<file path="src/rtl/fwd_mux_if.sv">
// Operand-forwarding bus: history write/fill controls in, selected operand out.
// master drives the pipeline side, slave is the forwarding mux.
interface fwd_mux_if #(
  parameter int WIDTH = 32,
  parameter int DEPTH = 3,
  parameter int AW    = 5
);
  localparam int SW = (DEPTH > 1) ? $clog2(DEPTH) : 1;

  logic             advance;
  logic             flush;
  logic             wr_en;
  logic             wr_pend;
  logic [AW-1:0]    wr_addr;
  logic [WIDTH-1:0] wr_data;
  logic             fill_en;
  logic [SW-1:0]    fill_slot;
  logic [WIDTH-1:0] fill_data;
  logic [AW-1:0]    rd_addr;
  logic [WIDTH-1:0] rf_data;
  logic [WIDTH-1:0] out;
  logic             hit;
  logic [SW-1:0]    hit_slot;
  logic             stall;

  modport master (
    output advance, flush, wr_en, wr_pend, wr_addr, wr_data,
    output fill_en, fill_slot, fill_data, rd_addr, rf_data,
    input  out, hit, hit_slot, stall
  );

  modport slave (
    input  advance, flush, wr_en, wr_pend, wr_addr, wr_data,
    input  fill_en, fill_slot, fill_data, rd_addr, rf_data,
    output out, hit, hit_slot, stall
  );
endinterface

</file>
<file path="src/rtl/fwd_mux.sv">
// DEPTH-slot in-flight write history with youngest-first operand forwarding and load stall.
// Select is combinational; FWD_MUX_OUT_REG_EN registers the outputs for 1-cycle latency.
module fwd_mux #(
  parameter int WIDTH = 32,
  parameter int DEPTH = 3,
  parameter int AW    = 5
) (
  input  logic      clk,
  input  logic      rst,
  fwd_mux_if.slave  fwd
);
  localparam int SW = (DEPTH > 1) ? $clog2(DEPTH) : 1;
  localparam int TW = SW + 1;

  logic [DEPTH-1:0] valid_q, valid_d;
  logic [DEPTH-1:0] pend_q,  pend_d;
  logic [AW-1:0]    addr_q [DEPTH];
  logic [AW-1:0]    addr_d [DEPTH];
  logic [WIDTH-1:0] data_q [DEPTH];
  logic [WIDTH-1:0] data_d [DEPTH];
  logic [TW-1:0]    fill_tgt;

  // A fill racing an advance follows its entry to the next-older slot.
  assign fill_tgt = {1'b0, fwd.fill_slot} + (fwd.advance ? TW'(1) : TW'(0));

  always_comb begin
    valid_d = valid_q;
    pend_d  = pend_q;
    addr_d  = addr_q;
    data_d  = data_q;
    if (fwd.flush) begin
      valid_d = '0;
      pend_d  = '0;
    end else begin
      if (fwd.advance) begin
        for (int i = DEPTH - 1; i > 0; i--) begin
          valid_d[i] = valid_q[i-1];
          pend_d[i]  = pend_q[i-1];
          addr_d[i]  = addr_q[i-1];
          data_d[i]  = data_q[i-1];
        end
        valid_d[0] = fwd.wr_en && (fwd.wr_addr != '0);
        pend_d[0]  = fwd.wr_en && fwd.wr_pend;
        addr_d[0]  = fwd.wr_addr;
        data_d[0]  = fwd.wr_data;
      end
      if (fwd.fill_en) begin
        for (int i = 0; i < DEPTH; i++) begin
          if (fill_tgt == TW'(i) && valid_d[i] && pend_d[i]) begin
            pend_d[i] = 1'b0;
            data_d[i] = fwd.fill_data;
          end
        end
      end
    end
  end

  always_ff @(posedge clk or posedge rst) begin
    if (rst) begin
      valid_q <= '0;
      pend_q  <= '0;
      for (int i = 0; i < DEPTH; i++) begin
        addr_q[i] <= '0;
        data_q[i] <= '0;
      end
    end else begin
      valid_q <= valid_d;
      pend_q  <= pend_d;
      addr_q  <= addr_d;
      data_q  <= data_d;
    end
  end

  logic [WIDTH-1:0] out_d;
  logic             hit_d;
  logic [SW-1:0]    hit_slot_d;
  logic             stall_d;

  // Scan oldest to youngest so the youngest match overwrites any older one.
  always_comb begin
    out_d      = fwd.rf_data;
    hit_d      = 1'b0;
    hit_slot_d = '0;
    stall_d    = 1'b0;
    for (int i = DEPTH - 1; i >= 0; i--) begin
      if (valid_q[i] && (addr_q[i] == fwd.rd_addr) && (fwd.rd_addr != '0)) begin
        out_d      = data_q[i];
        hit_d      = 1'b1;
        hit_slot_d = SW'(i);
        stall_d    = pend_q[i];
      end
    end
  end

`ifdef FWD_MUX_OUT_REG_EN
  logic [WIDTH-1:0] out_q;
  logic             hit_q;
  logic [SW-1:0]    hit_slot_q;
  logic             stall_q;

  always_ff @(posedge clk or posedge rst) begin
    if (rst) begin
      out_q      <= '0;
      hit_q      <= 1'b0;
      hit_slot_q <= '0;
      stall_q    <= 1'b0;
    end else begin
      out_q      <= out_d;
      hit_q      <= hit_d;
      hit_slot_q <= hit_slot_d;
      stall_q    <= stall_d;
    end
  end

  assign fwd.out      = out_q;
  assign fwd.hit      = hit_q;
  assign fwd.hit_slot = hit_slot_q;
  assign fwd.stall    = stall_q;
`else
  assign fwd.out      = out_d;
  assign fwd.hit      = hit_d;
  assign fwd.hit_slot = hit_slot_d;
  assign fwd.stall    = stall_d;
`endif
endmodule
</file>
<file path="src/flat_wrapper.sv">
// flat-port wrapper written by rule: the top's interface ports become plain ports
module fwd_mux_flat 
#(
  parameter int WIDTH = 32,
  parameter int DEPTH = 3,
  parameter int AW    = 5
)
  (clk, rst, fwd_advance, fwd_flush, fwd_wr_en, fwd_wr_pend, fwd_wr_addr, fwd_wr_data, fwd_fill_en, fwd_fill_slot, fwd_fill_data, fwd_rd_addr, fwd_rf_data, fwd_out, fwd_hit, fwd_hit_slot, fwd_stall);
  fwd_mux_if #(.WIDTH(WIDTH), .DEPTH(DEPTH), .AW(AW)) fwd_i ();
  input  logic clk;
  input  logic rst;
  input wire logic [$bits(fwd_i.advance)-1:0] fwd_advance;
  input wire logic [$bits(fwd_i.flush)-1:0] fwd_flush;
  input wire logic [$bits(fwd_i.wr_en)-1:0] fwd_wr_en;
  input wire logic [$bits(fwd_i.wr_pend)-1:0] fwd_wr_pend;
  input wire logic [$bits(fwd_i.wr_addr)-1:0] fwd_wr_addr;
  input wire logic [$bits(fwd_i.wr_data)-1:0] fwd_wr_data;
  input wire logic [$bits(fwd_i.fill_en)-1:0] fwd_fill_en;
  input wire logic [$bits(fwd_i.fill_slot)-1:0] fwd_fill_slot;
  input wire logic [$bits(fwd_i.fill_data)-1:0] fwd_fill_data;
  input wire logic [$bits(fwd_i.rd_addr)-1:0] fwd_rd_addr;
  input wire logic [$bits(fwd_i.rf_data)-1:0] fwd_rf_data;
  output wire logic [$bits(fwd_i.out)-1:0] fwd_out;
  output wire logic [$bits(fwd_i.hit)-1:0] fwd_hit;
  output wire logic [$bits(fwd_i.hit_slot)-1:0] fwd_hit_slot;
  output wire logic [$bits(fwd_i.stall)-1:0] fwd_stall;
  assign fwd_i.advance = fwd_advance;
  assign fwd_i.flush = fwd_flush;
  assign fwd_i.wr_en = fwd_wr_en;
  assign fwd_i.wr_pend = fwd_wr_pend;
  assign fwd_i.wr_addr = fwd_wr_addr;
  assign fwd_i.wr_data = fwd_wr_data;
  assign fwd_i.fill_en = fwd_fill_en;
  assign fwd_i.fill_slot = fwd_fill_slot;
  assign fwd_i.fill_data = fwd_fill_data;
  assign fwd_i.rd_addr = fwd_rd_addr;
  assign fwd_i.rf_data = fwd_rf_data;
  assign fwd_out = fwd_i.out;
  assign fwd_hit = fwd_i.hit;
  assign fwd_hit_slot = fwd_i.hit_slot;
  assign fwd_stall = fwd_i.stall;
  fwd_mux #(.WIDTH(WIDTH), .DEPTH(DEPTH), .AW(AW)) u_core (.clk(clk), .rst(rst), .fwd(fwd_i));
endmodule
</file>
<file path="config.mk">
export PLATFORM = sky130hd
export DESIGN_NAME = fwd_mux_flat
export DESIGN_NICKNAME = d
export VERILOG_FILES = /design/src/rtl/fwd_mux_if.sv /design/src/rtl/fwd_mux.sv /design/src/flat_wrapper.sv
export SDC_FILE = /design/constraint.sdc
export NUM_CORES = 1
export LEC_CHECK = 0
export CORE_ASPECT_RATIO = 1.2
export CORE_MARGIN = 5
export CORE_UTILIZATION = 47
export CTS_CLUSTER_DIAMETER = 150
export DETAILED_ROUTE_END_ITERATION = 10
export GPL_TIMING_DRIVEN = 0
export HOLD_SLACK_MARGIN = 0.12
export PLACE_DENSITY = 0.85
export SYNTH_ARGS = -nofsm -noshare
export SYNTH_HDL_FRONTEND = slang
export SYNTH_SLANG_ARGS = --single-unit
</file>
<file path="constraint.sdc">
create_clock -name clk -period 3.5 [get_ports clk]
set_input_delay 0.525 -clock clk [delete_from_list [all_inputs] [get_ports clk]]
set_output_delay 0.525 -clock clk [all_outputs]
set_load 0.02 [all_outputs]
</file>
After elaboration in Yosys (flattened, before gate mapping) --
Cells that the tools add are included.
Operators by class: bitwise logic cells 1, reduce and logical (&&, ||, !) cells 18, $add $sub $neg 1, equal/unequal tests 5, mux-type cells 28, divide/modulo/power cells 0, multipliers 0, magnitude comparators 0, shift operators 0
Operators with widths (count):
- $mux 32 | 6
- $mux 96 | 2
- $mux 3 | 7
- $eq 5x5->1 | 3
- $logic_and 1x1->1 | 14
- $mux 1 | 10
- $reduce_bool 5->1 | 2
- $mux 2 | 3
- $add 2x3->3 | 1
- $eq 3x1->1 const B | 1
- $eq 3x2->1 const B | 1
- $logic_not 3->1 | 1
- $reduce_and 2->1 | 1
- $not 1->1 | 1
Word-level totals: bits in read-only memories 0, register bits 117, RAM bits 0, output and inout bits 36, bits in latches 0, memories 0

Depth between registers and ports, before layout --
Gate-level depths: netlist of the first run.
word-level depth 9, gate-level depth with buffers 9, gate-level depth less buffers 7

Worst setup path before layout of the first run --
Ideal clock, no wire load.
path type input port to output port, start input fwd_rd_addr[4], end output fwd_out[10], path buffers 2, data required time 2.975 ns, cell stages on the path 7, arrival time 2.222 ns, slack 0.753 ns, path through clkbuf_1 xnor2_1 nand2_1 nor3_2 clkbuf_1 a311oi_1 o2bb2ai_1
On the way: word-level cells in the longest chain between the ends 6, elaborated cells on any way between the ends 13, those cells by class 3 x eq/ne; 3 x mux; 7 x reduce/logical
RTL lines:
- from (decl) | RTL line flat_wrapper.sv:21 | input wire logic [$bits(fwd_i.rd_addr)-1:0] fwd_rd_addr;
- $eq 5x5->1 | RTL line fwd_mux.sv:86 | if (valid_q[i] && (addr_q[i] == fwd.rd_addr) && (fwd.rd_addr != '0)) begin
- $logic_and 1x1->1 (2 in series) | RTL line fwd_mux.sv:86
- $mux 32 (2 in series) | RTL line fwd_mux.sv:86
- $mux 32 (*) | RTL line fwd_mux.sv:86
- to (decl) | RTL line flat_wrapper.sv:23 | output wire logic [$bits(fwd_i.out)-1:0] fwd_out;
Mark *: on every way between the ends. The rest lies on a longest branch, timed or not.

Worst setup path in the final report of the first run --
start input fwd_rd_addr[0], end output fwd_stall
On the way: word-level cells in the longest chain between the ends 6, elaborated cells on any way between the ends 13, those cells by class 3 x eq/ne; 3 x mux; 7 x reduce/logical
RTL lines:
- $eq 5x5->1 | RTL line fwd_mux.sv:86
- $logic_and 1x1->1 (2 in series) | RTL line fwd_mux.sv:86
- $mux 1 (2 in series) | RTL line fwd_mux.sv:86
- $mux 1 (*) | RTL line fwd_mux.sv:86
- to (decl) | RTL line flat_wrapper.sv:26 | output wire logic [$bits(fwd_i.stall)-1:0] fwd_stall;
Marked as above.

==> results of run 1 <==
[metal layers]
metal | vias to the layer above | track usage
met4 | 0 | 0.1676
li1 | 3238 | -
met5 | - | 0
met2 | 464 | 0.4539
met3 | 121 | 0.05866
met1 | 3449 | 0.3369
[logic make-up after synthesis]
logic type      after synthesis
mux                           5
xor+xnor                     15
fa+ha+maj                     2
simple gates                273
compound gates              237
flops                       117
buf+inv                     144
[critical path: stages]
cell                              delay [ps]
sky130_fd_sc_hd__dlygate4sd2_1           300
sky130_fd_sc_hd__or4_4                   600
sky130_fd_sc_hd__o211ai_4                300
sky130_fd_sc_hd__or2_1                   150
sky130_fd_sc_hd__buf_4                   190
sky130_fd_sc_hd__buf_6                   190
sky130_fd_sc_hd__nand3_1                  90
sky130_fd_sc_hd__a21oi_1                 230
sky130_fd_sc_hd__clkdlybuf4s15_2         300
[synthesized netlist by cell type (all sizes together) (3+ instances only)]
cell / n
dfrtp: 117
nor2: 102
a221oi: 32
nand2: 80
a21oi: 3
xnor2: 15
nand4: 3
inv: 67
o2bb2ai: 31
mux2i: 3
a31oi: 33
nand3: 3
o22a: 31
a22oi: 32
clkbuf: 43
a311oi: 34
nor2b: 4
nor3: 67
o21ai: 35
buf: 34
[metrics by stage]
stage / utilization / total power [mW] / worst slack (ps) / TNS, ps / hold slack, ps
floorplan: - / 2.180 / 753.0 / 0 / 449.8
global placement: 0.5910 / 2.487 / -543.3 / -15150 / 463.4
detailed placement: 0.5950 / 2.532 / -524.9 / -15780 / 470.9
CTS: 0.6461 / 4.191 / -9.171 / -9.171 / 472.7
global route: 0.6464 / 4.365 / 18.60 / 0 / 502.9
finish: 0.6464 / 4.203 / 88.82 / 0 / 462.3
[flip-flops by register name, summed over array words and instances (netlist names)]
signal / cells
u_core.addr_q: 15
u_core.data_q: 96
u_core.pend_q: 3
u_core.valid_q: 3
[what timing repair did]
action,CTS,global route
endpoints found under the setup margin,36,35
hold endpoints to repair,0,0
buffers inserted,5,0
pin swaps,2,2
gates resized for setup,104,11
[layout make-up]
| type | instances | area [um^2] | area share |
|---|---|---|---|
| Clock buffer | 18 | 439.2 | 0.04579 |
| Multi-Input combinational cell | 532 | 3603 | 0.3757 |
| Sequential cell | 117 | 2928 | 0.3053 |
| Inverter | 67 | 255.2 | 0.02661 |
| Timing Repair Buffer | 157 | 1579 | 0.1646 |
| Buffer | 77 | 400.4 | 0.04175 |
| Tap cell | 204 | 255.2 | 0.02661 |
| Clock inverter | 14 | 130.1 | 0.01357 |
[worst paths after layout]
check	start	to	slack (ps)
max	fwd_rd_addr[0]	fwd_stall	90
max reg2reg	u_core.valid_q[1]	u_core.data_q[36]	1240
min reg2reg	u_core.data_q[37]	u_core.data_q[37]	480
min in group clk	u_core.data_q[37]	u_core.data_q[37]	480
min	rst	u_core.data_q[76]	460
max in group asynchronous	rst	u_core.data_q[92]	2020
[report_power, final]
| group | internal (mW) | switching, mW |
|---|---|---|
| clock network | 0.997 | 0.668 |
| registers | 1.56 | 0.155 |
| logic | 0.404 | 0.419 |
| total | 2.96 | 1.24 |
==> impl_metrics.yaml, run 1 <==
synth:
  syn_inst: 793
  post_synth.cell_area_avg_um2: 8.850
  synth.lib_cells_used.distinct: 50
  count_of_flip_flops_with_a_built_in_enable_after_synthesis: 0
  post_synth_and_or_nand_nor_area_fraction: 0.1729
  ys_ff_latch: 117
  synthAdderAreaFrac: 0.003566
  synth_xor_area_frac: 0.01872
  synth-main-ff-cell: "sky130_fd_sc_hd__dfrtp_1"
  synth_fp_nets: 910
  synth-compound-area-share: 0.2901
  synth_sequential_area_ratio: 0.4172
  synth_async_sr_flop_share: 1.000
  synth_largest_area_cell: "sky130_fd_sc_hd__dfrtp_1"
  synth_top_area_frac: 0.4172
  total_of_warnings_raised_by_yosys: 0
  synth.area.top_cells: "sky130_fd_sc_hd__dfrtp_1 42%, sky130_fd_sc_hd__a221oi_2 6.8%, sky130_fd_sc_hd__nor2_1 5.3%"
  main_combinational_cell_family_by_area_after_synthesis: "compound AO/OA/AOI/OAI gates"
  netlist_area_um2: 7018
  share_of_cell_area_taken_by_muxes_after_synthesis: 0.007488
power_and_ir_drop:
  power.ir.vdd_worst_v: 0.0002689
  powerDensity_nw_per_um2: 438.3
  total_leakage_power_nw: 3.965
grt:
  globalRouteOverflowTotal: 0
  grt_pass1_vias: 7463
  grt_pass1_wl_um: 38200
  grt_util_all_layers: 0.2777
  grt_antenna_before_repair: 0
  grt_start_max_net_pins: 38
detailed_routing:
  routed-wl-met2_um: 11670
  drtIter0Drc: 711
  remaining_drc_errors: 0
  detail-route-antenna-nets: 0
  met3_wirelength_um: 2080
  total_via_count_after_detailed_routing: 7272
  wirelength_met1_um: 8777
  detail_route.first_pass.iterations: 5
  uppermost_routed_layer: "met4"
  ratio_of_routed_vias_to_standard_cells: 6.132
  wl_per_cell_um: 20.14
  routed_wirelength_um: 23890
final_layout:
  layout-area-overhead-vs-synth_pct: 36.66
  cell_count_final_fillers_out: 1186
  diodes_inserted: 0
  final_common_cell: "sky130_fd_sc_hd__dfrtp_1"
  filler_cell_count: 1218
  final_layout_size_suffix_gt1_frac: 0.1548
  finalNetCount: 1086
  top_library_cells_by_usage_in_the_layout_fill_and_taps_aside: "117 x sky130_fd_sc_hd__dfrtp_1, 110 x sky130_fd_sc_hd__clkdlybuf4s50_1, 100 x sky130_fd_sc_hd__nor2_1"
  finalInstanceArea_um2: 9590
clocking:
  cts.root.buffer_cell: "sky130_fd_sc_hd__clkbuf_16"
  cts_buffers: 17
  clk-insertion-delay-late_ps: 420
  post_cts_hold_buffer_count: 0
  tritoncts_clock_tree: "yes"
  htree_num_levels: 4
  tritoncts_num_sinks: 117
  max-clock-path-buffers: 2
  cts.clk_slew.worst_paths_ps: 60
sta:
  final.period_utilization: 0.9746
  worst-slew-pin-transition_ps: 674.4
  clock-skew-final_ps: 7.348
  final_setup_viols: 0
  max-slew-margin-rel: 0.5495
  report.final.slew_viol_count: 0
  report.final.hold_viol_count: 0
  grt_setup_unrepaired: "false"
  max_freq_mhz: 293.2
  layout_min_cycle_time_ps: 3411
setup_path:
  worstPathMaxFanout: 10
  data_arrival_time_of_the_critical_path_ps: 2890
  req_time_crit_path_ps: 2970
  crit_path_end_kind: "output pin"
  type_of_the_setup_path_with_the_least_slack: "in2out"
  r2r.worst_path.cells: 7
  crit_path_start_kind: "input pin"
floorplanning:
  die_area_um2: 17490
  die_width_um: 121.6
  design.portCount: 151
  die-height_um: 143.9
  start_util: 0.4730
  placementRows: 49
  design.core.area_um2: 14840
outcome:
  status: "completed"
hold_path:
  hold_path.class: "in2async"
place:
  place.detailed.hpwl_um: 16950
  place_inst: 1149
  place.gp.congestion: 0.8936
  buffer_ports.inserted: 149
  postPlaceCellArea_um2: 8828
job:
  cap_violations: 0
(Power assumes the default switching activity.)
==> run 2, diff against run 1 <==
--- a/config.mk
+++ b/config.mk
@@ -5,14 +5,14 @@
 export SDC_FILE = /design/constraint.sdc
 export NUM_CORES = 1
 export LEC_CHECK = 0
+export ABC_CLOCK_PERIOD_IN_PS = 3500
 export CORE_ASPECT_RATIO = 1.2
 export CORE_MARGIN = 5
 export CORE_UTILIZATION = 47
 export CTS_CLUSTER_DIAMETER = 150
 export DETAILED_ROUTE_END_ITERATION = 10
 export GPL_TIMING_DRIVEN = 0
-export HOLD_SLACK_MARGIN = 0.12
-export PLACE_DENSITY = 0.85
+export PLACE_DENSITY_LB_ADDON = 0.2
 export SYNTH_ARGS = -nofsm -noshare
 export SYNTH_HDL_FRONTEND = slang
 export SYNTH_SLANG_ARGS = --single-unit
==> impl_metrics.yaml, run 2 (same netlist as run 1, synthesis figures left out) <==
setup_path:
  req_time_crit_path_ps: 2970
  reg2reg_to: "u_core.data_q[52]"
  data_arrival_time_of_the_critical_path_ps: 2840
  worstSetupEndpoint: "fwd_out[15]"
  r2r.worst_path.cells: 7
  crit_path_start_kind: "input pin"
  type_of_the_setup_path_with_the_least_slack: "in2out"
  setup.reg_to_reg.worst_slack_ps: 1250
  crit_path_end_kind: "output pin"
  critical_path.startpoint: "fwd_rd_addr[0]"
  worstPathMaxFanout: 10
  worstReg2RegStart: "u_core.valid_q[1]"
grt:
  grt_start_max_net_pins: 41
  globalRouteOverflowTotal: 0
  grt_antenna_before_repair: 0
  grt_pass1_wl_um: 37030
  grt_pass1_vias: 7127
  grt_util_all_layers: 0.2704
clocking:
  cts.clk_slew.worst_paths_ps: 60
  htree_num_levels: 4
  tritoncts_clock_tree: "yes"
  clk-insertion-delay-late_ps: 430
  cts.root.buffer_cell: "sky130_fd_sc_hd__clkbuf_16"
  post_cts_hold_buffer_count: 0
  tritoncts_num_sinks: 117
  max-clock-path-buffers: 2
  cts_buffers: 17
floorplanning:
  placementRows: 49
  design.portCount: 151
  die_area_um2: 17490
  design.core.area_um2: 14840
  die_width_um: 121.6
  start_util: 0.4730
  die-height_um: 143.9
sta:
  layout_min_cycle_time_ps: 3362
  final_setup_viols: 0
  layout_setup_ws_ps: 137.9
  report.final.slew_viol_count: 0
  grt_setup_unrepaired: "false"
  clock-skew-final_ps: 11.37
  worst-slew-pin-transition_ps: 704.2
  report.final.hold_viol_count: 0
  final.period_utilization: 0.9606
  max-slew-margin-rel: 0.5305
  fin_tns_setup_ps: 0
  max_freq_mhz: 297.4
final_layout:
  regMostFlops: "u_core.data_q"
  final_common_cell: "sky130_fd_sc_hd__dfrtp_1"
  final_layout_size_suffix_gt1_frac: 0.1621
  number_of_flip_flops_under_the_largest_register_name: 96
  diodes_inserted: 0
  finalInstanceArea_um2: 9533
  finalNetCount: 1085
  top_library_cells_by_usage_in_the_layout_fill_and_taps_aside: "117 x sky130_fd_sc_hd__dfrtp_1, 109 x sky130_fd_sc_hd__clkdlybuf4s50_1, 100 x sky130_fd_sc_hd__nor2_1"
  biggestRegsByFlops: "u_core.data_q: 96 flops, u_core.addr_q: 15 flops"
  layout-area-overhead-vs-synth_pct: 35.84
detailed_routing:
  total_via_count_after_detailed_routing: 6981
  detail_route.first_pass.iterations: 5
  routed_wirelength_um: 23040
  detail-route-antenna-nets: 0
  ratio_of_routed_vias_to_standard_cells: 5.891
  drtIter0Drc: 669
  remaining_drc_errors: 0
  wl_per_cell_um: 19.44
power_and_ir_drop:
  powerDensity_nw_per_um2: 464.9
  total_leakage_power_nw: 4.023
  power.ir.vdd_worst_v: 0.0003479
hold_path:
  hold_path.class: "in2async"
place:
  buffer_ports.inserted: 149
  place.detailed.hpwl_um: 16330
  place.gp.congestion: 0.8649
  worst_case_setup_slack_after_placement_ps: -500.4
  postPlaceCellArea_um2: 8828
outcome:
  status: "completed"
job:
  cap_violations: 0
==> run 2: worst min-delay path by stage <==
stage          cells after the start                 to  slack, ps
2_1_floorplan                      2  u_core.data_q[33]        450
3_3_place_gp                       2  u_core.data_q[34]        460
3_5_place_dp                       2  u_core.data_q[63]        470
4_1_cts                            2  u_core.addr_q[12]        450
5_1_grt                            2  u_core.valid_q[1]        460
6_report                           2  u_core.valid_q[1]        450
==> run 2: where the power goes <==
part / switching, mW / leakage, nW / internal (mW) / total, mW
registers: 0.150 / 1.36 / 1.56 / 1.71
clock network: 0.623 / 0.322 / 1.30 / 1.92
logic: 0.405 / 2.34 / 0.393 / 0.798
total: 1.18 / 4.02 / 3.25 / 4.43
==> run 2: critical path: stages <==
cell	delay, ps
sky130_fd_sc_hd__dlygate4sd2_1	300
sky130_fd_sc_hd__or4_4	600
sky130_fd_sc_hd__nor2_4	190
sky130_fd_sc_hd__nor3_4	130
sky130_fd_sc_hd__nor3_4	290
sky130_fd_sc_hd__buf_4	170
sky130_fd_sc_hd__buf_6	150
sky130_fd_sc_hd__o2bb2ai_1	130
sky130_fd_sc_hd__dlygate4sd2_1	350
==> run 2: stage by stage <==
stage	std cells	utilization	hold slack, ps	power, mW
after floorplan	793	-	449.8	2.180
after global placement	1146	0.5910	461.8	2.496
after detailed placement	1149	0.5950	470.7	2.524
after CTS	1185	0.6451	450.8	4.431
after global routing	1185	0.6425	463.6	4.610
final	1185	0.6425	452.9	4.432
==> run 2: timing repair <==
item,in CTS,in global routing
setup endpoints to repair,36,33
pin swaps,3,3
gates resized for setup,63,74
buffers inserted,5,0
hold endpoints to repair,0,0
==> run 2: metal layers <==
metal | part of all wire | GRT usage | vias up | wire, um
met5 | 0 | 0 | - | 0
met3 | 0.072 | 0.05984 | 56 | 1648
met1 | 0.41 | 0.3450 | 3372 | 9426
met2 | 0.49 | 0.4547 | 321 | 11350
li1 | - | - | 3232 | -
met4 | 0.027 | 0.09322 | 0 | 620
==> run 2: final cells by class <==
class / count / area, um^2
plain buffers: 76 / 414.1
well taps: 204 / 255.2
clock buffers: 24 / 511.7
flip-flops and latches: 117 / 2928
repair buffers: 157 / 1454
clock inverters: 8 / 142.6
multi-input cells: 532 / 3572
fillers: 1315 / 5304
inverters: 67 / 255.2
==> run 3, diff against run 2 <==
--- a/config.mk
+++ b/config.mk
@@ -12,7 +12,7 @@
 export CTS_CLUSTER_DIAMETER = 150
 export DETAILED_ROUTE_END_ITERATION = 10
 export GPL_TIMING_DRIVEN = 0
-export PLACE_DENSITY_LB_ADDON = 0.2
+export PLACE_DENSITY = 0.78
 export SYNTH_ARGS = -nofsm -noshare
 export SYNTH_HDL_FRONTEND = slang
 export SYNTH_SLANG_ARGS = --single-unit
==> impl_metrics.yaml, run 3 (same netlist as run 1, synthesis figures left out) <==
setup_path:
  critical_path.startpoint: "fwd_rd_addr[4]"
  crit_path_end_kind: "output pin"
  worstPathMaxFanout: 10
  crit_path_start_kind: "input pin"
  worstReg2RegStart: "u_core.valid_q[1]"
  data_arrival_time_of_the_critical_path_ps: 2870
  type_of_the_setup_path_with_the_least_slack: "in2out"
  reg2reg_to: "u_core.data_q[39]"
  req_time_crit_path_ps: 2970
  setup.reg_to_reg.worst_slack_ps: 1410
  r2r.worst_path.cells: 7
floorplanning:
  die_area_um2: 17490
  design.core.area_um2: 14840
  die_width_um: 121.6
  design.portCount: 151
  die-height_um: 143.9
  start_util: 0.4730
  placementRows: 49
clocking:
  clk-insertion-delay-late_ps: 430
  tritoncts_clock_tree: "yes"
  htree_num_levels: 4
  max-clock-path-buffers: 2
  post_cts_hold_buffer_count: 0
  tritoncts_num_sinks: 117
  cts.root.buffer_cell: "sky130_fd_sc_hd__clkbuf_16"
  cts_buffers: 17
  cts.clk_slew.worst_paths_ps: 50
detailed_routing:
  total_via_count_after_detailed_routing: 7093
  routed_wirelength_um: 23410
  drtIter0Drc: 851
  ratio_of_routed_vias_to_standard_cells: 5.971
  remaining_drc_errors: 0
  wl_per_cell_um: 19.70
  detail_route.first_pass.iterations: 6
  detail-route-antenna-nets: 0
final_layout:
  biggestRegsByFlops: "u_core.data_q: 96 flops, u_core.addr_q: 15 flops"
  finalNetCount: 1089
  filler_cell_count: 1258
  number_of_flip_flops_under_the_largest_register_name: 96
  layout-area-overhead-vs-synth_pct: 35.03
  regMostFlops: "u_core.data_q"
  final_layout_size_suffix_gt1_frac: 0.1657
  cell_count_final_fillers_out: 1188
  finalInstanceArea_um2: 9477
  final_common_cell: "sky130_fd_sc_hd__dfrtp_1"
  diodes_inserted: 0
  top_library_cells_by_usage_in_the_layout_fill_and_taps_aside: "117 x sky130_fd_sc_hd__dfrtp_1, 109 x sky130_fd_sc_hd__clkdlybuf4s50_1, 100 x sky130_fd_sc_hd__nor2_1"
place:
  buffer_ports.inserted: 149
  place.gp.congestion: 0.8947
  place_inst: 1148
  postPlaceCellArea_um2: 8808
  place.detailed.hpwl_um: 16400
sta:
  final_setup_viols: 0
  clock-skew-final_ps: 9.112
  grt_setup_unrepaired: "false"
  holdWs_ps: 480.1
  final.period_utilization: 0.9700
  worst-slew-pin-transition_ps: 918.3
  max_freq_mhz: 294.6
  report.final.slew_viol_count: 0
  layout_min_cycle_time_ps: 3395
  max-slew-margin-rel: 0.3865
  report.final.hold_viol_count: 0
power_and_ir_drop:
  total_leakage_power_nw: 3.972
  power.ir.vdd_worst_v: 0.0003159
  powerDensity_nw_per_um2: 429.1
hold_path:
  hold_path.class: "reg2reg"
  holdPathEnd: "u_core.data_q[36]"
  min_delay_path_depth: 2
  worst_hold_startpoint: "u_core.data_q[36]"
grt:
  grt_pass1_vias: 7150
  globalRouteOverflowTotal: 0
  grt_start_max_net_pins: 42
  grt_antenna_before_repair: 0
  grt_util_all_layers: 0.2686
  grt_pass1_wl_um: 36790
outcome:
  status: "completed"
job:
  cap_violations: 0
## run 3: cell count changes in the layout (fill, tap and decap cells not counted), sizes merged, moves of 2 or more
| cell | before | now |
|---|---|---|
| bufinv | 4 | 0 |
| buf | 43 | 45 |
| clkbuf | 91 | 88 |
| clkinv | 3 | 5 |
| clkdlybuf4s15 | 3 | 5 |
| dlygate4sd2 | 9 | 15 |
## run 3: what timing repair did
action                                  4_1_cts  5_1_grt
gates resized for setup                      84       47
endpoints found under the setup margin       36       33
pin swaps                                     4        5
buffers inserted                              7        2
## run 3: area by class of cell
class	instances	area, um^2	share of cell area
plain buffers	77	409.1	0.04317
repair buffers	160	1494	0.1576
clock inverters	5	25.02	0.002641
well taps	204	255.2	0.02693
inverters	67	255.2	0.02693
clock buffers	26	489.2	0.05162
multi-input cells	532	3621	0.3821
flip-flops and latches	117	2928	0.3090
## run 3: worst max path at each step
stage | slack (ps) | end | cells after the start
2_1_floorplan | 750 | fwd_out[10] | 7
3_3_place_gp | -530 | fwd_out[29] | 8
3_5_place_dp | -490 | fwd_out[27] | 8
4_1_cts | -60 | fwd_out[25] | 9
5_1_grt | 40 | fwd_out[17] | 9
6_report | 110 | fwd_out[8] | 9
## run 3: routing by layer
metal,vias up,part of all wire,GRT usage
met2,381,0.48,0.4376
met3,74,0.080,0.05394
met1,3404,0.40,0.3400
met4,0,0.043,0.1363
met5,-,0,0
li1,3234,-,-
## run 3: critical path, cell delays in order
cell and delay [ps]:
sky130_fd_sc_hd__clkbuf_1 380, sky130_fd_sc_hd__xnor2_1 180, sky130_fd_sc_hd__nand4_1 300, sky130_fd_sc_hd__or2_1 320
sky130_fd_sc_hd__buf_4 180, sky130_fd_sc_hd__buf_6 160, sky130_fd_sc_hd__a311oi_1 370, sky130_fd_sc_hd__o2bb2ai_1 110
sky130_fd_sc_hd__dlygate4sd2_1 330
## run 3: stage by stage
step / TNS, ps / worst slack (ps) / util / power (mW)
after floorplan: 0 / 753.0 / - / 2.180
after global placement: -16050 / -526.6 / 0.5910 / 2.492
after detailed placement: -15240 / -490.9 / 0.5937 / 2.524
after CTS: -271.4 / -59.94 / 0.6398 / 4.055
after global routing: 0 / 40.24 / 0.6387 / 4.227
final: 0 / 105.0 / 0.6387 / 4.066
## run 3: report_power, final
part	switching (mW)	leakage (nW)	internal, mW	total (mW)
clock	0.599	0.258	0.947	1.55
combinational	0.411	2.35	0.397	0.808
sequential	0.151	1.36	1.56	1.71
==> patch (settings of run 1) <==
`WIDTH` is set to 32 in 3 places; all go to 40.
--- a/src/rtl/fwd_mux_if.sv
+++ b/src/rtl/fwd_mux_if.sv
@@ -1,7 +1,7 @@
 // Operand-forwarding bus: history write/fill controls in, selected operand out.
 // master drives the pipeline side, slave is the forwarding mux.
 interface fwd_mux_if #(
-  parameter int WIDTH = 32,
+  parameter int WIDTH = 40,
   parameter int DEPTH = 3,
   parameter int AW    = 5
 );
--- a/src/rtl/fwd_mux.sv
+++ b/src/rtl/fwd_mux.sv
@@ -1,7 +1,7 @@
 // DEPTH-slot in-flight write history with youngest-first operand forwarding and load stall.
 // Select is combinational; FWD_MUX_OUT_REG_EN registers the outputs for 1-cycle latency.
 module fwd_mux #(
-  parameter int WIDTH = 32,
+  parameter int WIDTH = 40,
   parameter int DEPTH = 3,
   parameter int AW    = 5
 ) (
--- a/src/flat_wrapper.sv
+++ b/src/flat_wrapper.sv
@@ -1,7 +1,7 @@
 // flat-port wrapper written by rule: the top's interface ports become plain ports
 module fwd_mux_flat 
 #(
-  parameter int WIDTH = 32,
+  parameter int WIDTH = 40,
   parameter int DEPTH = 3,
   parameter int AW    = 5
 )
Interface: changed (resized fwd_fill_data, fwd_out, fwd_rf_data and fwd_wr_data); port bits go from 151 to 183. The function was not compared with the original's and may differ.
==> patch against run 1 <==
Clock skew barely moved; sequential cell count rose by 24; area after synthesis rose by 22%; cell area rose by 20%; critical path depth did not move; critical path type unchanged; total power rose by 18%; setup slack improved by 0.038 ns; wire length rose by 31%.
==> patch: results <==
set metrics [dict create \
    status "finished, final reports clean" \
    intPower_mw 3.532 \
    gp_routability_congestion 0.9045 \
    reg.largest.list "u_core.data_q: 120 flops, u_core.addr_q: 15 flops" \
    r2r-end "u_core.data_q[13]" \
    synth_area_leaders "dfrtp_1 41%, a221oi_2 7.0%, nor2_1 5.0%" \
    synth_cell_types 49 \
    fin_util 0.6398 \
    reg2reg_depth 6 \
    synthXorXnorAreaFrac 0.01533 \
    hpwl_um 21720 \
    highest_layer "met5" \
    synth_compound_area_frac 0.3080 \
    grt_pass1_vias 9025 \
    clock.fmax_mhz 296.4 \
    synthCells 954 \
    place_area_um2 10720 \
    hp-class "register to register" \
    avgViaCountPerCell 6.412 \
    numPortBuffers 180 \
    switching_share 0.2852 \
    dr.pass1.iters 10 \
    layout-drive-gt1-share 0.1827 \
    finalNonFillerCells 1402 \
    drt_iter0_markers 1355 \
    relSlewSlack 0.4847 \
    peakVddDrop_mv 0.3517 \
    fin_nets 1305 \
    pg_seq_mw 2.07 \
    yosysSeqAreaShare 0.4117 \
    crit_path_end "fwd_out[14]" \
    grtUsageMet3 0.07724 \
    fin_worst_skew_ns 0.007489 \
    grt_usage 0.2921 \
    wl_met3_um 3169 \
    crit_arrival_ns 2.85 \
    grt_max_degree 43 \
    antenna_found_initial 2 \
    power.leakage_nw 4.817 \
]
==> patch: cell types whose count changed in the layout (fill, tap and decap cells not counted), moves of 12 or more <==
cell,run 1,this run
nor3_1,64,50
inv_1,65,81
clkbuf_1,37,53
nor2_1,100,113
o21a_1,0,12
clkdlybuf4s15_1,12,0
clkdlybuf4s50_1,110,133
o21ai_0,33,48
dfrtp_1,117,141
clkbuf_2,5,18
nor3_2,0,20
==> patch: area by class of cell <==
class                           count  area [um^2]
Antenna cell                        1        2.502
Buffer                             95        538.0
Tap cell                          224        280.3
Inverter                           83        315.3
Fill cell                        1415         6497
Timing Repair Buffer              191         1847
Clock inverter                      5        77.57
Multi-Input combinational cell    635         4431
Clock buffer                       27        523.0
Sequential cell                   141         3528
==> patch: timing repair <==
item | in CTS | in global routing
resized for setup | 132 | 30
buffers inserted | 8 | 0
pin swaps | 6 | 1
endpoints found under the setup margin | 44 | 42
